`src/rtl/mem_stage.sv`:
```
// mem_stage: load/store pipeline stage with valid/ready handshakes and one outstanding data-memory access.
// Optional misaligned-access trap is enabled by defining MEM_STAGE_MISALIGN_TRAP_EN.
module mem_stage (
   input  logic        i_clk,
   input  logic        i_rst_n,
   // upstream
   input  logic        i_valid,
   output logic        o_ready,
   input  logic        i_load,
   input  logic        i_store,
   input  logic [2:0]  i_funct3,
   input  logic [31:0] i_alu_result,
   input  logic [31:0] i_rs2_data,
   input  logic [4:0]  i_rd,
   input  logic        i_reg_write,
   // data memory
   output logic        o_dmem_req,
   output logic        o_dmem_wen,
   output logic [31:0] o_dmem_addr,
   output logic [3:0]  o_dmem_mask,
   output logic [31:0] o_dmem_wdata,
   input  logic        i_dmem_gnt,
   input  logic        i_dmem_rvalid,
   input  logic [31:0] i_dmem_rdata,
   // downstream
   output logic        o_valid,
   input  logic        i_ready,
   output logic [31:0] o_wb_data,
   output logic [4:0]  o_rd,
   output logic        o_reg_write,
   output logic        o_trap
);

   localparam int unsigned XLEN = 32;
   localparam int unsigned RDW  = 5;

   typedef enum logic [1:0] {
      IDLE = 2'd0,
      REQ  = 2'd1,
      WAIT = 2'd2,
      HOLD = 2'd3
   } state_t;

   localparam logic [1:0] SZ_B = 2'd0;
   localparam logic [1:0] SZ_H = 2'd1;
   localparam logic [1:0] SZ_W = 2'd2;

   state_t            r_state, w_state_nxt;
   logic              r_store, w_store_nxt;
   logic [2:0]        r_funct3, w_funct3_nxt;
   logic [1:0]        r_off, w_off_nxt;

   logic              w_req_nxt, w_wen_nxt, w_valid_nxt, w_rw_nxt, w_trap_nxt;
   logic [XLEN-1:0]   w_addr_nxt, w_wdata_nxt, w_wb_nxt;
   logic [3:0]        w_mask_nxt;
   logic [RDW-1:0]    w_rd_nxt;

   logic              w_can_accept, w_take, w_mem_op, w_mis;
   logic [1:0]        w_size;
   logic [3:0]        w_st_mask;
   logic [XLEN-1:0]   w_st_wdata;

   // Access size; undefined codes fall back to a full word.
   function automatic logic [1:0] acc_size(input logic store, input logic [2:0] f3);
      logic [1:0] sz;
      sz = SZ_W;
      if (store) begin
         if (f3 == 3'b000)      sz = SZ_B;
         else if (f3 == 3'b001) sz = SZ_H;
      end else begin
         if (f3[1:0] == 2'b00)      sz = SZ_B;
         else if (f3[1:0] == 2'b01) sz = SZ_H;
      end
      return sz;
   endfunction

   function automatic logic [31:0] load_extract(input logic [31:0] rdata,
                                                input logic [2:0]  f3,
                                                input logic [1:0]  off);
      logic [7:0]  b;
      logic [15:0] h;
      logic [31:0] res;
      case (off)
         2'd0:    b = rdata[7:0];
         2'd1:    b = rdata[15:8];
         2'd2:    b = rdata[23:16];
         default: b = rdata[31:24];
      endcase
      h = off[1] ? rdata[31:16] : rdata[15:0];
      case (f3)
         3'b000:  res = {{24{b[7]}}, b};
         3'b001:  res = {{16{h[15]}}, h};
         3'b100:  res = {24'd0, b};
         3'b101:  res = {16'd0, h};
         default: res = rdata;
      endcase
      return res;
   endfunction

   assign w_can_accept = (r_state == IDLE) || ((r_state == HOLD) && i_ready);
   assign w_take       = i_valid && w_can_accept;
   assign o_ready      = i_rst_n && w_can_accept;
   assign w_mem_op     = i_load || i_store;
   assign w_size       = acc_size(i_store, i_funct3);

`ifdef MEM_STAGE_MISALIGN_TRAP_EN
   assign w_mis = w_mem_op &&
                  (((w_size == SZ_H) && i_alu_result[0]) ||
                   ((w_size == SZ_W) && (i_alu_result[1:0] != 2'b00)));
`else
   assign w_mis = 1'b0;
`endif

   // Store byte lanes and replicated write data.
   always_comb begin
      w_st_mask  = 4'b1111;
      w_st_wdata = i_rs2_data;
      case (w_size)
         SZ_B: begin
            w_st_mask  = 4'(4'b0001 << i_alu_result[1:0]);
            w_st_wdata = {4{i_rs2_data[7:0]}};
         end
         SZ_H: begin
            w_st_mask  = i_alu_result[1] ? 4'b1100 : 4'b0011;
            w_st_wdata = {2{i_rs2_data[15:0]}};
         end
         default: ;
      endcase
   end

   // Next state and next values of every registered output.
   always_comb begin
      w_state_nxt  = r_state;
      w_store_nxt  = r_store;
      w_funct3_nxt = r_funct3;
      w_off_nxt    = r_off;
      w_req_nxt    = o_dmem_req;
      w_wen_nxt    = o_dmem_wen;
      w_addr_nxt   = o_dmem_addr;
      w_mask_nxt   = o_dmem_mask;
      w_wdata_nxt  = o_dmem_wdata;
      w_valid_nxt  = o_valid;
      w_wb_nxt     = o_wb_data;
      w_rd_nxt     = o_rd;
      w_rw_nxt     = o_reg_write;
      w_trap_nxt   = o_trap;

      case (r_state)
         REQ: begin
            if (i_dmem_gnt) begin
               w_req_nxt = 1'b0;
               if (r_store) begin
                  w_state_nxt = HOLD;
                  w_valid_nxt = 1'b1;
               end else begin
                  w_state_nxt = WAIT;
               end
            end
         end
         WAIT: begin
            if (i_dmem_rvalid) begin
               w_wb_nxt    = load_extract(i_dmem_rdata, r_funct3, r_off);
               w_valid_nxt = 1'b1;
               w_state_nxt = HOLD;
            end
         end
         HOLD: begin
            if (i_ready) begin
               w_valid_nxt = 1'b0;
               w_trap_nxt  = 1'b0;
               w_state_nxt = IDLE;
            end
         end
         default: ;
      endcase

      // A new transaction overrides IDLE and a completing HOLD.
      if (w_take) begin
         w_store_nxt  = i_store;
         w_funct3_nxt = i_funct3;
         w_off_nxt    = i_alu_result[1:0];
         w_wen_nxt    = i_store;
         w_rd_nxt     = i_rd;
         w_trap_nxt   = 1'b0;
         if (w_mis) begin
            w_state_nxt = HOLD;
            w_valid_nxt = 1'b1;
            w_trap_nxt  = 1'b1;
            w_rw_nxt    = 1'b0;
            w_wb_nxt    = i_alu_result;
         end else if (w_mem_op) begin
            w_state_nxt = REQ;
            w_valid_nxt = 1'b0;
            w_req_nxt   = 1'b1;
            w_addr_nxt  = {i_alu_result[31:2], 2'b00};
            w_mask_nxt  = i_store ? w_st_mask : 4'b1111;
            w_wdata_nxt = w_st_wdata;
            w_rw_nxt    = i_store ? 1'b0 : i_reg_write;
         end else begin
            w_state_nxt = HOLD;
            w_valid_nxt = 1'b1;
            w_wb_nxt    = i_alu_result;
            w_rw_nxt    = i_reg_write;
         end
      end
   end

   always_ff @(posedge i_clk or negedge i_rst_n) begin
      if (!i_rst_n) r_state <= IDLE;
      else          r_state <= w_state_nxt;
   end

   always_ff @(posedge i_clk or negedge i_rst_n) begin
      if (!i_rst_n) begin
         r_store      <= 1'b0;
         r_funct3     <= 3'd0;
         r_off        <= 2'd0;
         o_dmem_req   <= 1'b0;
         o_dmem_wen   <= 1'b0;
         o_dmem_addr  <= '0;
         o_dmem_mask  <= 4'd0;
         o_dmem_wdata <= '0;
         o_valid      <= 1'b0;
         o_wb_data    <= '0;
         o_rd         <= '0;
         o_reg_write  <= 1'b0;
         o_trap       <= 1'b0;
      end else begin
         r_store      <= w_store_nxt;
         r_funct3     <= w_funct3_nxt;
         r_off        <= w_off_nxt;
         o_dmem_req   <= w_req_nxt;
         o_dmem_wen   <= w_wen_nxt;
         o_dmem_addr  <= w_addr_nxt;
         o_dmem_mask  <= w_mask_nxt;
         o_dmem_wdata <= w_wdata_nxt;
         o_valid      <= w_valid_nxt;
         o_wb_data    <= w_wb_nxt;
         o_rd         <= w_rd_nxt;
         o_reg_write  <= w_rw_nxt;
         o_trap       <= w_trap_nxt;
      end
   end

endmodule

```
`config.mk`:
```
export PLATFORM = sky130hd
export DESIGN_NAME = mem_stage
export DESIGN_NICKNAME = d
export VERILOG_FILES = /design/src/rtl/mem_stage.sv
export SDC_FILE = /design/constraint.sdc
export NUM_CORES = 1
export LEC_CHECK = 0
export BUFFER_PORTS_ARGS = -buffer_cell sky130_fd_sc_hd__buf_2
export CORE_MARGIN = 2
export CORE_UTILIZATION = 30
export CTS_CLUSTER_DIAMETER = 150
export DETAILED_ROUTE_END_ITERATION = 8
export PLACE_DENSITY_LB_ADDON = 0.2
export REMOVE_ABC_BUFFERS = 1
export SLEW_MARGIN = 20
export SYNTH_ARGS = -nofsm -noshare
export SYNTH_HDL_FRONTEND = slang
export SYNTH_SLANG_ARGS = --single-unit
export TNS_END_PERCENT = 5
```
`constraint.sdc`:
```
create_clock -name i_clk -period 2.66 [get_ports i_clk]
set_clock_uncertainty 0.1 [all_clocks]
set_input_delay 0.798 -clock i_clk [delete_from_list [all_inputs] [get_ports i_clk]]
set_output_delay 0.798 -clock i_clk [all_outputs]
set_load 0.005 [all_outputs]
```
==> flow_summary_export.csv <==
group,metric,value,unit
status,status,"finished, final reports clean",
worst_setup_path,path_max_fanout,13,
clock_tree,cts.reportedPaths.clkPinSlew,60,ps
clock_tree,cts_resized,1,
sta,rsz0062_at_grt,"false",
synth,synth_warnings,0,
synth,synth_edf_count,0,
sta,max_freq,390,MHz
sta,setup_tns,0,ps
min_path,hold_class,"input port to async pin",
synth,postSynthAreaPerCell,10.8,sq um
placement,placedCellCount,956,
synth,yosysUniqueCellTypes,49,
sta,min_period,2560,ps
floorplanning,rows,50,
sta,period_share,96.3,%
power,total_power,9.11,mW
floorplanning,dieArea,20100,sq um
worst_setup_path,required,1760,ps
worst_setup_path,critical_path.cell_chain,"and3_2 -> o21a_1 -> buf_2",
clock_tree,cts_tree,"built",
synth,async_reset_ff_share,100,%
routing,wl_per_cell,17.8,um
floorplanning,die_h,142,um
sta,finalHoldViolCount,0,
floorplanning,io_pins,224,
synth,yosysTopAreaCell,"dfrtp_1",
sta,worstMarginPinSlew,975,ps
synth,ys_ff_latch,114,
floorplanning,dieWidth,142,um
clock_tree,cts_sinks,114,
sta,hold_slack,373,ps
routing,vias,4960,
worst_setup_path,r2r-start,"r_funct3[0]$_DFFE_PN0P_",
finish,multiInputGateArea,2630,sq um
worst_setup_path,arrival,1660,ps
worst_setup_path,worst-r2r-cell-count,4,
finish,fillCellCount,1863,
worst_setup_path,path_class,"flop to output pin",
synth,ys.flop_type,"dfrtp_1",
worst_setup_path,cp_top_family,"flip-flops",
synth,yosysMostFrequentCell,"dfrtp_1",
sta,finalSetupViolCount,0,
synth,seq_area_frac_synth,50.1,%
clock_tree,post_cts_buffers,0,
worst_setup_path,cp_slowest_stage_delay,580,ps
worst_setup_path,worst-path-buf-inv,1,
power,p_per_area,1180,nW/um^2
global_route,grt_start_max_net_pins,115,
routing,drtIter0Drc,185,
sta,relSlewSlack,34.9,%
worst_setup_path,rr_endpoint,"o_wb_data[2]$_DFF_PN0_",
placement,gp_congestion,0.796,
placement,io_buffers,220,
global_route,globalRouteOverflowTotal,0,
job,drv_cap,0,
clock_tree,clkLatencyLatePin,420,ps
clock_tree,hold_buffers,0,
finish,syn2layout_area_growth,35.4,%
power,leakage,3.61,nW
synth,synthTopCellsByCount,"114 x dfrtp_1, 45 x nand2_1, 44 x mux2_1, 38 x a21oi_1, 30 x o21ai_1",
placement,hpwl,12400,um
synth,netlist_area,5700,sq um
worst_setup_path,end_kind,"output pin",
global_route,grt_pass1_vias,5161,
synth,yosysTopAreaCellShare,50.1,%
power,max-vdd-ir-drop,0.446,mV
floorplanning,core-area,18600,sq um
clock_tree,htree_levels,4,
routing,drt-total-wl,17600,um
finish,fin_cells,989,
global_route,antenna_found_initial,0,
sta,drv_slew,0,
global_route,track_usage,18.0,%
finish,drive_gt1_share,40.3,%
worst_setup_path,worst_path_max_delay_cell,"dfrtp_1",
synth,synth_area_leaders,"dfrtp_1 50%, mux2_1 8.7%, mux2i_1 4.4%",
clock_tree,root_buffer,"clkbuf_16",
clock_tree,cts_buffers,17,
routing,drt_first_pass_iters,4,
global_route,grt_pass1_wl,28100,um
clock_tree,clockBufferDepth,2,
synth,syn-instance-count,528,
routing,viasPerCell,5.02,
worst_setup_path,cp-start-kind,"flop",
worst_setup_path,r2r_setup_slack,570,ps
routing,antenna_left,0,
floorplanning,start_util,30.6,%
finish,regArea,2850,sq um
routing,post-route-drc-count,0,
finish,final_nets,854,
[cell type report]
type / count / area share [%]
antenna: 1 / 0.0325
tap: 234 / 3.80
clock inverter: 8 / 1.61
multi-input combinational: 368 / 34.1
clock buffer: 24 / 6.51
sequential: 114 / 37.0
timing repair buffer: 238 / 16.9
inverter: 2 / 0.0974
[power by group]
| group | internal [mW] | switching (mW) |
|---|---|---|
| clock | 1.60 | 0.824 |
| sequential | 2.61 | 0.565 |
| combinational | 1.76 | 1.76 |
| total | 5.97 | 3.14 |
[through the flow]
step | setup slack [ps] | utilization [%] | area, sq um
after floorplan | -1210 | - | 5470
after global placement | 191 | 38.0 | 7080
after detailed placement | 181 | 38.0 | 7080
after CTS | 97.8 | 41.3 | 7710
after global routing | 14.3 | 41.3 | 7710
final | 98.9 | 41.4 | 7710
[sequential cells by signal (all words and copies together) (netlist names), 2 cells and up]
register and cells:
o_dmem_addr 30, o_dmem_mask 4, o_dmem_wdata 32, o_rd 5, o_wb_data 32, r_funct3 3
r_off 2, r_state 2
[per-layer routing]
metal  up-vias  track usage, %  part of all wire, %
li1       2347               -                    -
met1      2401            23.0                   45
met2       191            28.7                   46
met3        21            6.55                  7.9
met4         0            5.47                  1.7
met5         -               0                    0
[how the worst max path moves through the flow]
stage / from / end / slack, ps / depth (start not counted)
finish: r_state[0]$_DFFE_PN0P_ / o_ready / 100 / 3
global route: r_state[0]$_DFFE_PN0P_ / o_ready / 10 / 3
CTS: r_state[0]$_DFFE_PN0P_ / o_ready / 100 / 3
detailed placement: i_ready / o_ready / 180 / 4
global placement: i_ready / o_ready / 190 / 4
floorplan: i_ready / o_dmem_addr[10]$_DFFE_PN0P_ / -1210 / 3
[worst register-to-register path, delay by kind of cell (launching register included)]
kind / cells / cell delay (ps)
and+or+nand+nor: 1 / 850
DFF: 1 / 580
AOI/OAI and AO/OA: 3 / 490
[kinds of logic (layout without fill, tap and decap cells)]
group / count (synthesis) / in the layout / share of synthesized area [%]
simple gates: 127 / 127 / 10.8
flops: 114 / 114 / 50.1
compound gates: 153 / 153 / 18.6
buf+inv: 48 / 272 / 4.17
other cells: 1 / 4 / 0.0658
mux: 85 / 85 / 16.3
[cells in the final DEF (no fill, tap or decap), drive strengths merged, types with 4 or more instances in the layout]
master,Yosys,layout
o21a,9,9
o22a,4,4
nand2,45,45
o21ai,49,49
dfrtp,114,114
o22ai,6,6
nor2b,6,6
nand3b,7,7
mux2,60,60
mux2i,25,25
nand2b,8,8
and2,6,6
buf,30,238
a21oi,39,39
a311o,6,6
and3,10,10
nor3,16,16
a211oi,16,16
a221o,9,9
clkbuf,16,24
nor2,24,24
clkinv,1,4
No activity file was read; power rests on OpenSTA's default activity.
